<file path="src/rtl/tx_stage.sv">
// Result return path: buffers ALU results in a small FIFO and serializes each as a byte frame.
// Define TX_CHECKSUM_EN to append an XOR checksum byte (4-byte frames instead of 3).
module tx_stage #(
  parameter int unsigned DEPTH = 2
) (
  input  logic        clk,
  input  logic        rst_n,
  input  logic        res_valid,
  output logic        res_ready,
  input  logic [7:0]  res_op,
  input  logic [15:0] res_data,
  output logic        tx_valid,
  input  logic        tx_ready,
  output logic [7:0]  tx_data,
  output logic        tx_busy
);

  localparam int unsigned AW = (DEPTH > 1) ? $clog2(DEPTH) : 1;
  localparam int unsigned CW = $clog2(DEPTH + 1);
  localparam logic [CW-1:0] DepthC = CW'(DEPTH);

  typedef enum logic [2:0] {
    StIdle,
    StSendOp,
    StSendHi,
`ifdef TX_CHECKSUM_EN
    StSendLo,
    StSendCk
`else
    StSendLo
`endif
  } state_e;

  state_e        state_q, state_d;
  logic [23:0]   mem_q [DEPTH];
  logic [AW-1:0] wr_ptr_q, rd_ptr_q;
  logic [CW-1:0] count_q, count_d;
  logic [23:0]   frame_q, frame_d;
  logic [7:0]    tx_data_q, tx_data_d;
  logic [23:0]   head;
  logic          push, pop, last_done;

  assign head      = mem_q[rd_ptr_q];
  assign res_ready = (count_q < DepthC);
  assign push      = res_valid && res_ready;
  // The head slot is freed as soon as the opcode byte is taken; frame_q keeps the rest.
  assign pop       = (state_q == StSendOp) && tx_ready;
  assign tx_valid  = (state_q != StIdle);
  assign tx_data   = tx_data_q;
  assign tx_busy   = (state_q != StIdle) || (count_q != '0);

  always_comb begin
    state_d   = state_q;
    frame_d   = frame_q;
    tx_data_d = tx_data_q;
    last_done = 1'b0;
    case (state_q)
      StIdle: begin
        if (count_q != '0) begin
          state_d   = StSendOp;
          frame_d   = head;
          tx_data_d = head[23:16];
        end
      end
      StSendOp: begin
        if (tx_ready) begin
          state_d   = StSendHi;
          tx_data_d = frame_q[15:8];
        end
      end
      StSendHi: begin
        if (tx_ready) begin
          state_d   = StSendLo;
          tx_data_d = frame_q[7:0];
        end
      end
      StSendLo: begin
        if (tx_ready) begin
`ifdef TX_CHECKSUM_EN
          state_d   = StSendCk;
          tx_data_d = frame_q[23:16] ^ frame_q[15:8] ^ frame_q[7:0];
`else
          last_done = 1'b1;
`endif
        end
      end
`ifdef TX_CHECKSUM_EN
      StSendCk: begin
        if (tx_ready) last_done = 1'b1;
      end
`endif
      default: state_d = StIdle;
    endcase

    // Chain straight into the next frame when one is already queued.
    if (last_done) begin
      if (count_q != '0) begin
        state_d   = StSendOp;
        frame_d   = head;
        tx_data_d = head[23:16];
      end else begin
        state_d = StIdle;
      end
    end
  end

  always_comb begin
    count_d = count_q;
    case ({push, pop})
      2'b10:   count_d = count_q + CW'(1);
      2'b01:   count_d = count_q - CW'(1);
      default: count_d = count_q;
    endcase
  end

  always_ff @(posedge clk or negedge rst_n) begin
    if (!rst_n) begin
      state_q   <= StIdle;
      frame_q   <= '0;
      tx_data_q <= 8'h00;
      count_q   <= '0;
      wr_ptr_q  <= '0;
      rd_ptr_q  <= '0;
    end else begin
      state_q   <= state_d;
      frame_q   <= frame_d;
      tx_data_q <= tx_data_d;
      count_q   <= count_d;
      if (push) wr_ptr_q <= wr_ptr_q + AW'(1);
      if (pop)  rd_ptr_q <= rd_ptr_q + AW'(1);
    end
  end

  always_ff @(posedge clk) begin
    if (push) mem_q[wr_ptr_q] <= {res_op, res_data};
  end

endmodule

</file>
<file path="config.mk">
export PLATFORM = sky130hd
export DESIGN_NAME = tx_stage
export DESIGN_NICKNAME = d
export VERILOG_FILES = /design/src/rtl/tx_stage.sv
export SDC_FILE = /design/constraint.sdc
export NUM_CORES = 1
export LEC_CHECK = 0
export CAP_MARGIN = 20
export CORE_AREA = 8 8 67 112
export DETAILED_ROUTE_END_ITERATION = 7
export DIE_AREA = 0 0 75 120
export GPL_TIMING_DRIVEN = 0
export PLACE_DENSITY = 0.73
export SETUP_SLACK_MARGIN = 0.02
export SLEW_MARGIN = 20
export SYNTH_ARGS = -nofsm -noshare
export SYNTH_HDL_FRONTEND = slang
export SYNTH_SLANG_ARGS = --single-unit
</file>
<file path="constraint.sdc">
create_clock -name clk -period 2.6 [get_ports clk]
set_clock_uncertainty 0.1 [all_clocks]
set_input_delay 0.39 -clock clk [delete_from_list [all_inputs] [get_ports clk]]
set_output_delay 0.39 -clock clk [all_outputs]
set_load 0.01 [all_outputs]
</file>
* Word level (Yosys, flattened, before mapping) *
Memory sizes are Yosys's and may differ from the RTL's.
Cells that the tools add are included.

operators by class
  equal/unequal tests = 9
  order comparisons = 1
  mux-type cells = 21
  reductions and logical operators = 8
  add/sub/neg operators = 4

operators with widths
  operator                                             count
  2-to-1 mux 24 bit                                    4
  2-to-1 mux 8 bit                                     5
  one-hot mux 8 bit (3 select lines)                   1
  2-to-1 mux 3 bit                                     4
  one-hot mux 3 bit (4 select lines)                   1
  inequality test 3 bit, second input constant         3
  equality test 3 x 2 -> 1 bit, second input constant  2
  2-to-1 mux 1 bit                                     5
  one-hot mux 2 bit (2 select lines)                   1
  AND reduction 4 bit                                  1
  nonzero test 2 bit                                   2
  equality test 3 x 1 -> 1 bit, second input constant  1
  logical NOT 3 bit                                    1
  nonzero test 3 bit                                   1
  adder 1 bit, second input constant                   2
  adder 2 x 1 -> 2 bit, second input constant          1
  equality test 2 x 1 -> 1 bit, second input constant  1
  equality test 2 bit, second input constant           1
  logical AND 1 bit                                    2
  < comparator 2 bit, second input constant            1
  inequality test 2 bit, second input constant         1
  subtractor 2 x 1 -> 2 bit, second input constant     1
  logical OR 1 bit                                     1

storage, ports and cells
  flip-flop bits (word level) = 39
  memories kept = 1
  bits in writable memories = 48
  output and inout port bits = 11
  logic and storage cells = 50

memory list
  memory  words  width  read ports  clocked after Yosys merged registers in  wr ports  RTL line  RTL
  mem_q   2      24     1           0                                        1         35        logic [23:0] mem_q [DEPTH];

* Logic depth before layout (Yosys ltp) *
Gate-level depths: netlist of run 1.

  depth after elaboration = 5
  mapped depth = 8

* Worst setup path after synthesis of run 1 *
No wires, ideal clock.

  path kind = register -> register
  from = register count_q[1]
  to = memory mem_q[0][0] (enable)
  data required time = 2095 ps
  cell stages (with the launch flop) = 4
  period minus slack after synthesis = 2219 ps
  path slack = 381 ps
  data arrival time = 1714 ps
  setup time = 405 ps
  cell sequence = dfrtp_1 > inv_1 > nand2_1 > nor2_1

between the ends
  word-level cells in the longest chain between the ends = 4

RTL lines
  item                                    RTL line  RTL
  start, declared                         37        logic [CW-1:0] count_q, count_d;
  start signal, assigned                  128       count_q <= count_d;
  < comparator 2 bit                      44        assign res_ready = (count_q < DepthC);
  named net res_ready                     9         output logic res_ready,
  logical AND 1 bit                       45        assign push = res_valid && res_ready;
  2-to-1 mux 1 bit                        135       if (push) mem_q[wr_ptr_q] <= {res_op, res_data};
  2-to-1 mux 1 bit (not written as such)  135
  end, declared                           35

The timed path passes the listed nets, and every way through them passes these cells.

* Final worst setup path of run 1 *
  from = register state_q[1]
  to = output tx_busy

between the ends
  word-level cells in the longest chain between the ends = 2

RTL lines
  item                    RTL line  RTL
  start, declared         34        state_e state_q, state_d;
  start signal, assigned  118       state_q <= StIdle;
  start signal, assigned  125       state_q <= state_d;
  nonzero test 3 bit      50        assign tx_busy = (state_q != StIdle) || (count_q != '0);
  logical OR 1 bit        50
  end, declared           15        output logic tx_busy

No other way between the ends.

==> results of run 1 <==
-- synth_stat cells, types with 4 or more instances --
cell type and n:
xnor2_1 4, edfxtp_1 48, a221o_1 7, nand2_1 22, a22oi_1 7, nor2_1 11, dfrtp_1 30, inv_1 4
buf_2 4, o21ai_0 18, mux2i_1 17, mux2_2 6, ha_1 6
-- worst min-delay path, stage by stage (launching register included) --
cell and delay [ns]:
dfrtp_1 0.35, nand2_1 0.05, o21ai_0 0.06
-- through the flow --
stage                     hold slack [ns]  instance area, sq um  setup slack, ns  util (%)
final                               0.391                  3810           0.0964      63.1
after global routing                0.416                  3810           0.0228      63.1
after CTS                           0.390                  3810           0.0307      63.1
after detailed placement            0.362                  3620            0.240      60.0
after global placement              0.364                  3620           -0.507      59.9
after floorplan                  -0.00559                  3140            0.381         -
-- sequential cells by signal, summed over array words and instances (netlist names) --
register  cells
mem_q        48
state_q       2
wr_ptr_q      1
count_q       2
rd_ptr_q      1
frame_q      16
tx_data       8
-- worst max-delay path by stage --
stage	start	cells after the start	slack, ns	to
after floorplan	count_q[1]	3	0.38	mem_q[0][0]
after global placement	res_valid	3	-0.51	mem_q[0][4]
after detailed placement	tx_ready	5	0.24	frame_q[15]
after CTS	state_q[1]	4	0.03	tx_busy
after global routing	state_q[0]	4	0.02	tx_busy
final	state_q[1]	4	0.1	tx_busy
-- report_power, final --
part	switching [mW]	internal, mW	leakage (nW)
Combinational	0.858	0.761	0.586
Clock	0.399	0.398	0.0934
Sequential	0.169	1.71	0.810
Total	1.43	2.87	1.49
-- cell type report --
class | instances | area, sq um | area share [%]
inverters | 4 | 15.0 | 0.394
plain buffers | 10 | 61.3 | 1.61
flip-flops and latches | 78 | 2190 | 57.5
multi-input cells | 122 | 881 | 23.1
well taps | 80 | 100 | 2.63
clock buffers | 13 | 159 | 4.17
repair buffers | 39 | 385 | 10.1
clock inverters | 3 | 18.8 | 0.492
-- layer usage --
layer	wire length, um	share of wire [%]	up-vias	global-route usage, %
li1	-	-	894	-
met1	2170	39	904	14.6
met2	3060	56	38	23.3
met3	174	3.2	6	2.92
met4	100	1.8	0	8.77
met5	0	0	-	0
-- cell families after synthesis --
kind of cell	Yosys count
flip-flops	78
XOR/XNOR	5
AO/OA/AOI/OAI	41
adder cells (fa/ha/maj)	6
AND/OR/NAND/NOR	46
buffers and inverters	14
multiplexers	24
-- what timing repair did --
action                                 4_1_cts  5_1_grt
endpoints found under the hold margin       30        0
resized for setup                            0        1
setup endpoints to repair                    0        1
hold buffers                                 1        0
==> results.md, run 1 <==
- Outcome: complete, no violations
- Flop-to-flop setup slack: 0.46 ns
- Die W: 75 um
- Final hold violations: 0
- Syn Std Cell Area: 0.00314 sq mm
- Core Area: 0.00604 sq mm
- CP Class: flip-flop to output pin
- Nets: 298
- Die Ht: 120 um
- Setup violators final: 0
- Placed cells: 332
- Crit path arrival time: 2.01 ns
- Area share of the largest cell type after synthesis: 45.9%
- Reg2reg end: frame_q[14]
- Slew Limit Fails: 0
- Routed wire length: 5.50 mm
- First-pass GRT wire length: 9.11 mm
- Total Neg Setup Slack: 0 ns
- Vias per inst: 5.28
- Final Wtd Congestion: 0.836
- Most used cells in the layout excluding fill and tap cells: edfxtp_1 (48), clkdlybuf4s50_1 (37), dfrtp_1 (30), nand2_1 (22), o21ai_0 (18)
- Max stage delay on crit path: 0.49 ns
- Pwr Total: 4.30 mW
- Sequential-to-total area share from yosys stat: 69.9%
- Number of iterations in the first detailed-routing pass: 4
- Diodes inserted: 0
- Iteration-0 DRC Markers: 95
- Commonest non-fill, non-tap cell in the layout: edfxtp_1
- Asr flop ratio synth: 38.5%
- Leak pwr: 1.49 nW
- CP endpoint kind: output pin
- Crit-path max FO: 5
- Syn avg cell area: 14.7 sq um
- Slowest-stage cell, CP: clkdlybuf4s50_1
- Cells after synthesis: 214
- Clock sinks: 78
- Top FF cell, synth: edfxtp_1
- Post-synth EDFFs: 48
- Latest clock arrival within the worst-skew pair: 0.34 ns
- Netlist cell types: 34
- Synth Area in Adders: 2.39%
- Worst-path clk slew: 0.08 ns
- Number of buffers and inverters on the critical path: 2
- Via count of the first global-routing pass: 1,919
- HP Class: flip-flop to flip-flop
- Main combinational cell family by area after synthesis: compound AO/OA/AOI/OAI gates
- Total CTS buffers: 9
- H-tree depth: 3
- Non-filler cells, final: 349
- Site Rows: 38
- Post-DP HPWL: 3.84 mm
- Top cells by area, synth: edfxtp_1 (46%), dfrtp_1 (24%), mux2i_1 (5.4%), o21ai_0 (2.9%), nand2_1 (2.6%)
- Vias: 1,842
- Startpoint Class: flip-flop
- Die Footprint: 0.00900 sq mm
- Clock Tree Buf Depth: 2
- Drt wl/cell: 15.8 um
- Post-Synth XOR/XNOR Area: 1.40%
- WHS Endpoint: frame_q[12]
- Tcrit/Tclk final: 96.3%
- Synthesis Warnings: 0
- Post-route ant nets: 0
- Initial Utilization: 52.0%
- Fill cell count: 495
- Grt total ovfl: 0
- Max_cap viols: 0
- I/O Buffers: 38
- CP cell instances: inv_1, ha_2, or3b_4, clkdlybuf4s50_1
- Drt drc: 0
- Worst reg2reg path depth: 5
- CTS tree: built
- Crit path max-delay family: buffers and inverters
- CTS root buffer: clkbuf_8
- Simple-gate share of the synthesized area: 7.02%
- Max frequency: 399 MHz
- Worst Path Required: 2.11 ns
- IO Pins: 39
- Compound-gate portion of the synthesized area: 8.85%
- Net Count, Synth: 248
- WHS Path Cells: 2
- Ratio of cells with drive above 1 in the final layout: 13.0%
- Max-slew headroom: 49.9%
- Power per cell area: 1130 mW/mm^2
- Final min period: 2.50 ns
- RSZ-0062 raised after global routing: no
- Pin count of the biggest net entering global routing: 31
- GRT Overall Usage: 13.7%
- Worst-margin pin slew: 0.750 ns
- Post-synthesis mux area share: 8.05%
- Synth area leader: edfxtp_1
- Number of setup buffers added after CTS: 0
- Worst VDD drop: 493 uV
- Initial antenna violation count: 0
- FF-to-FF Start: state_q[0]
- Yosys reg bits: 78
- Area Overhead vs Synth: 21.5%
- Worst Hold Launch: frame_q[12]
No activity file was read; power rests on OpenSTA's default activity.
==> run 2, diff against run 1 <==
--- a/config.mk
+++ b/config.mk
@@ -6,12 +6,11 @@
 export NUM_CORES = 1
 export LEC_CHECK = 0
 export CAP_MARGIN = 20
-export CORE_AREA = 8 8 67 112
+export CORE_AREA = 8 8 87 147
 export DETAILED_ROUTE_END_ITERATION = 7
-export DIE_AREA = 0 0 75 120
+export DIE_AREA = 0 0 95 155
 export GPL_TIMING_DRIVEN = 0
-export PLACE_DENSITY = 0.73
-export SETUP_SLACK_MARGIN = 0.02
+export PLACE_DENSITY = 0.44
 export SLEW_MARGIN = 20
 export SYNTH_ARGS = -nofsm -noshare
 export SYNTH_HDL_FRONTEND = slang
==> results.md, run 2 (synthesis gave the netlist of run 1 again) <==
- Max FFs per register: 48 (unchanged)
- Post-DP HPWL: 4.80 mm (was 3.84 mm)
- Post-CTS sizing: 0 (unchanged)
- Die W: 95 um (was 75 um)
- Leak pwr: 1.56 nW (was 1.49 nW)
- Total CTS buffers: 9 (unchanged)
- Footprint of the multi-input gates: 881 sq um (unchanged)
- GRT Overall Usage: 9.62% (was 13.7%)
- Worst-path clk slew: 0.06 ns (was 0.08 ns)
- Worst reg2reg path depth: 5 (unchanged)
- HP Class: input port to async pin (was flip-flop to flip-flop)
- Pin count of the biggest net entering global routing: 31 (unchanged)
- Post-route ant nets: 0 (unchanged)
- I/O Buffers: 38 (unchanged)
- Reg2reg end: frame_q[12] (was frame_q[14])
- Core Area: 0.0109 sq mm (was 0.00604 sq mm)
- Worst VDD drop: 458 uV (was 493 uV)
- Clock Tree Buf Depth: 2 (unchanged)
- Final min period: 2.18 ns (was 2.50 ns)
- Site Rows: 51 (was 38)
- Area Overhead vs Synth: 28.6% (was 21.5%)
- First-pass GRT wire length: 10.4 mm (was 9.11 mm)
- Crit-path max FO: 5 (unchanged)
- CP endpoint kind: output pin (unchanged)
- Pre-CTS WS: 0.213 ns (was 0.240 ns)
- Via count of the first global-routing pass: 1,940 (was 1,919)
- Final Wtd Congestion: 0.778 (was 0.836)
- Reg area: 0.00219 sq mm (unchanged)
- Final hold violations: 0 (unchanged)
- Setup violators final: 0 (unchanged)
- Worst-margin pin slew: 0.684 ns (was 0.750 ns)
- Outcome: complete, no violations (unchanged)
- Fin worst setup slack: 0.415 ns (was 0.0964 ns)
- Clock sinks: 78 (unchanged)
- Nets: 298 (unchanged)
- RSZ-0062 raised after global routing: no (unchanged)
- Iteration-0 DRC Markers: 105 (was 95)
- Ratio of cells with drive above 1 in the final layout: 13.4% (was 13.0%)
- Crit path arrival time: 1.69 ns (was 2.01 ns)
- Power per cell area: 1210 mW/mm^2 (was 1130 mW/mm^2)
- Initial Utilization: 28.8% (was 52.0%)
- Total Neg Setup Slack: 0 ns (unchanged)
- CTS root buffer: clkbuf_16 (was clkbuf_8)
- Initial antenna violation count: 0 (unchanged)
- FF-to-FF Start: state_q[0] (unchanged)
- Core Util, Final: 37.0% (was 63.1%)
- Vias: 1,816 (was 1,842)
- CTS tree: built (unchanged)
- Die Ht: 155 um (was 120 um)
- Vias per inst: 4.53 (was 5.28)
- Worst Path Required: 2.11 ns (about the same)
- Slew Limit Fails: 0 (unchanged)
- H-tree depth: 3 (unchanged)
- Max-slew headroom: 54.4% (was 49.9%)
- Post-CTS Hold Fix Bufs: 0 (was 1)
- Hold WS: 0.000687 ns (was 0.391 ns)
- IO Pins: 39 (unchanged)
- Drt wl/cell: 16.2 um (was 15.8 um)
- Latest clock arrival within the worst-skew pair: 0.33 ns (was 0.34 ns)
- Grt total ovfl: 0 (unchanged)
- Tcrit/Tclk final: 84.0% (was 96.3%)
- Commonest non-fill, non-tap cell in the layout: edfxtp_1 (unchanged)
- Flop-to-flop setup slack: 0.49 ns (was 0.46 ns)
- Biggest register: mem_q (unchanged)
- Fill cell count: 1,049 (was 495)
- Drt drc: 0 (unchanged)
- Diodes inserted: 0 (unchanged)
- Number of setup buffers added after CTS: 0 (unchanged)
- Max_cap viols: 0 (unchanged)
- Max frequency: 458 MHz (was 399 MHz)
- Startpoint Class: flip-flop (unchanged)
- Pwr Total: 4.87 mW (was 4.30 mW)
- Die Footprint: 0.0147 sq mm (was 0.00900 sq mm)
- Routed wire length: 6.49 mm (was 5.50 mm)
- Most used cells in the layout excluding fill and tap cells: edfxtp_1 (48), clkdlybuf4s50_1 (36), dfrtp_1 (30), nand2_1 (22), o21ai_0 (18) (was edfxtp_1 (48), clkdlybuf4s50_1 (37), dfrtp_1 (30), nand2_1 (22), o21ai_0 (18))
- Number of iterations in the first detailed-routing pass: 4 (unchanged)
- CP Class: flip-flop to output pin (unchanged)
run 2: worst max-delay path by stage:
stage                    start           end  slack [ns]  cells after the start
floorplan           count_q[1]   mem_q[0][0]        0.38                      3
global placement     res_valid  mem_q[0][14]       -0.74                      3
detailed placement    tx_ready   frame_q[13]        0.21                      5
CTS                 state_q[1]       tx_busy        0.04                      4
global route        state_q[0]    frame_q[6]        0.28                      6
finish              state_q[0]       tx_busy        0.42                      4
run 2: cell type report:
type | instances | share of cell area [%]
Multi-Input combinational cell | 122 | 21.8
Tap cell | 132 | 4.09
Buffer | 10 | 1.52
Clock inverter | 6 | 2.14
Timing Repair Buffer | 39 | 10.0
Clock buffer | 10 | 5.67
Inverter | 4 | 0.372
Sequential cell | 78 | 54.3
run 2: where the power goes:
part	internal (mW)	switching [mW]	leakage, nW
Combinational	0.777	0.876	0.595
Clock	0.840	0.480	0.154
Sequential	1.71	0.184	0.810
Total	3.33	1.54	1.56
run 2: per-stage QoR:
step / instance area, sq um / cells
3_3_place_gp: 3680 / 384
3_5_place_dp: 3710 / 385
5_1_grt: 4040 / 401
2_1_floorplan: 3140 / 214
4_1_cts: 4030 / 401
6_report: 4040 / 401
run 2: per-layer routing:
metal | track usage, % | up-vias | routed length (um)
li1 | - | 895 | -
met1 | 9.29 | 878 | 2380
met2 | 17.3 | 33 | 3670
met3 | 2.60 | 10 | 277
met4 | 5.84 | 0 | 160
met5 | 0 | - | 0
run 2: worst max-delay path, stage by stage (launching register included):
cell and delay [ns]:
dfrtp_1 0.42, inv_1 0.12, ha_2 0.22, or3b_4 0.41, dlymetal6s2s_1 0.19
==> run 3, diff against run 2 <==
--- a/config.mk
+++ b/config.mk
@@ -10,7 +10,7 @@
 export DETAILED_ROUTE_END_ITERATION = 7
 export DIE_AREA = 0 0 95 155
 export GPL_TIMING_DRIVEN = 0
-export PLACE_DENSITY = 0.44
+export PLACE_DENSITY = 0.46
 export SLEW_MARGIN = 20
 export SYNTH_ARGS = -nofsm -noshare
 export SYNTH_HDL_FRONTEND = slang
==> constraint.sdc (replaced) <==
create_clock -name clk -period 2 [get_ports clk]
set_clock_uncertainty 0.1 [all_clocks]
set_input_delay 0.3 -clock clk [delete_from_list [all_inputs] [get_ports clk]]
set_output_delay 0.3 -clock clk [all_outputs]
set_load 0.01 [all_outputs]
==> results.md, run 3 (synthesis gave the netlist of run 1 again) <==
- Final min period: 1.96 ns
- IO Pins: 39 (unchanged)
- First-pass GRT wire length: 10.6 mm (was 10.4 mm)
- Final hold violations: 0 (unchanged)
- CTS root buffer: clkbuf_16 (unchanged)
- Area Overhead vs Synth: 30.8% (was 28.6%)
- Initial antenna violation count: 0 (unchanged)
- CP Class: flip-flop to output pin (unchanged)
- Startpoint Class: flip-flop (unchanged)
- HP Class: input port to async pin (unchanged)
- Biggest register: mem_q (unchanged)
- Vias per inst: 4.61 (was 4.53)
- Worst-path clk slew: 0.06 ns (about the same)
- FF-to-FF Start: state_q[1] (was state_q[0])
- Via count of the first global-routing pass: 2,054 (was 1,940)
- Clock Tree Buf Depth: 2 (unchanged)
- Max frequency: 510 MHz
- Pre-CTS WS: -0.296 ns (was 0.213 ns)
- Post-DP HPWL: 4.90 mm (was 4.80 mm)
- Initial Utilization: 28.8% (unchanged)
- Fin worst setup slack: 0.0407 ns (was 0.415 ns)
- Outcome: complete, no violations (unchanged)
- Total CTS buffers: 9 (unchanged)
- Drt drc: 0 (unchanged)
- Clock sinks: 78 (unchanged)
- Drt wl/cell: 16.3 um (was 16.2 um)
- Setup violators final: 0 (unchanged)
- H-tree depth: 3 (unchanged)
- RSZ-0062 raised after global routing: yes (was no)
- Max FFs per register: 48 (unchanged)
- Placed cells: 386 (was 385)
- GRT Overall Usage: 9.67% (was 9.62%)
- Final instance area: 0.00410 sq mm (was 0.00404 sq mm)
- Worst Path Required: 1.60 ns (was 2.11 ns)
- Pin count of the biggest net entering global routing: 25 (was 31)
- Power per cell area: 1530 mW/mm^2 (was 1210 mW/mm^2)
- Slew Limit Fails: 0 (unchanged)
- Nets: 302 (was 298)
- CP startpoint: state_q[0] (unchanged)
- Max-slew headroom: 55.6% (was 54.4%)
- Routed wire length: 6.60 mm (was 6.49 mm)
- Worst-margin pin slew: 0.667 ns (was 0.684 ns)
- Final Wtd Congestion: 0.790 (was 0.778)
- Grt total ovfl: 0 (unchanged)
- Leak pwr: 1.58 nW (was 1.56 nW)
- Ratio of cells with drive above 1 in the final layout: 18.7% (was 13.4%)
- I/O Buffers: 38 (unchanged)
- Most used cells in the layout excluding fill and tap cells: edfxtp_1 (48), clkdlybuf4s50_1 (35), dfrtp_1 (30), nand2_1 (22), o21ai_0 (18) (was edfxtp_1 (48), clkdlybuf4s50_1 (36), dfrtp_1 (30), nand2_1 (22), o21ai_0 (18))
- Placed Instance Area: 0.00374 sq mm (was 0.00371 sq mm)
- Latest clock arrival within the worst-skew pair: 0.33 ns (about the same)
- Die Footprint: 0.0147 sq mm (unchanged)
- Site Rows: 51 (unchanged)
- Die Ht: 155 um (unchanged)
- Worst VDD drop: 547 uV (was 458 uV)
- Diodes inserted: 0 (unchanged)
- Crit path arrival time: 1.56 ns (was 1.69 ns)
- CTS tree: built (unchanged)
- Core Util, Final: 37.6% (was 37.0%)
- Crit-path max FO: 4 (was 5)
- Pwr Total: 6.30 mW (was 4.87 mW)
- Vias: 1,867 (was 1,816)
- Die W: 95 um (unchanged)
- Non-filler cells, final: 405 (was 401)
- Tcrit/Tclk final: 98.0%
- Commonest non-fill, non-tap cell in the layout: edfxtp_1 (unchanged)
- Core Area: 0.0109 sq mm (unchanged)
- CP endpoint kind: output pin (unchanged)
- Post-route ant nets: 0 (unchanged)
- Max_cap viols: 0 (unchanged)
- Iteration-0 DRC Markers: 54 (was 105)
- Number of iterations in the first detailed-routing pass: 4 (unchanged)
==> run 3: metrics by stage <==
| step | setup TNS, ns | hold slack (ns) |
|---|---|---|
| floorplan | 0 | -0.0956 |
| global placement | -31.57 | 0.364 |
| detailed placement | -5.60 | 0.136 |
| CTS | 0 | 0.328 |
| global route | -0.0193 | 0.349 |
| finish | 0 | 0.319 |
==> run 3: final timing paths <==
path	to	slack, ns	depth (start not counted)
worst max-delay path	tx_busy	0.04	4
worst min-delay path	count_q[0]	0.32	2
worst max register to register	tx_data[7]	0.08	6
worst min register to register	frame_q[4]	0.38	2
max in group asynchronous	frame_q[7]	1.06	3
min in group clk	frame_q[4]	0.38	2
==> run 3: area by class of cell <==
| type | instances | area, sq um |
|---|---|---|
| well taps | 132 | 165 |
| flip-flops and latches | 78 | 2190 |
| fillers | 1028 | 6810 |
| plain buffers | 8 | 61.3 |
| repair buffers | 45 | 470 |
| inverters | 4 | 15.0 |
| multi-input cells | 122 | 922 |
| clock inverters | 5 | 35.0 |
| clock buffers | 11 | 243 |
==> run 3: timing repair <==
action,CTS,global route
endpoints found under the setup margin,25,25
hold buffers,1,0
pin swaps,2,1
setup buffers,2,2
hold endpoints to repair,11,0
gates resized for setup,14,9
==> run 3: worst max-delay path, cell delays in order, from the launching register on <==
cell     delay, ns
dfrtp_1       0.43
inv_2         0.12
ha_4          0.15
or3b_4        0.40
buf_6         0.13
==> run 3: per-layer routing <==
| layer | track usage, % | wire, um | vias up |
|---|---|---|---|
| li1 | - | - | 908 |
| met1 | 9.19 | 2350 | 913 |
| met2 | 18.1 | 3850 | 37 |
| met3 | 2.36 | 277 | 9 |
| met4 | 5.16 | 124 | 0 |
| met5 | 0 | 0 | - |
==> run 3: power breakdown <==
| group | total [mW] | internal [mW] | switching [mW] |
|---|---|---|---|
| logic | 2.35 | 1.13 | 1.23 |
| clock network | 1.49 | 0.873 | 0.614 |
| registers | 2.45 | 2.23 | 0.224 |
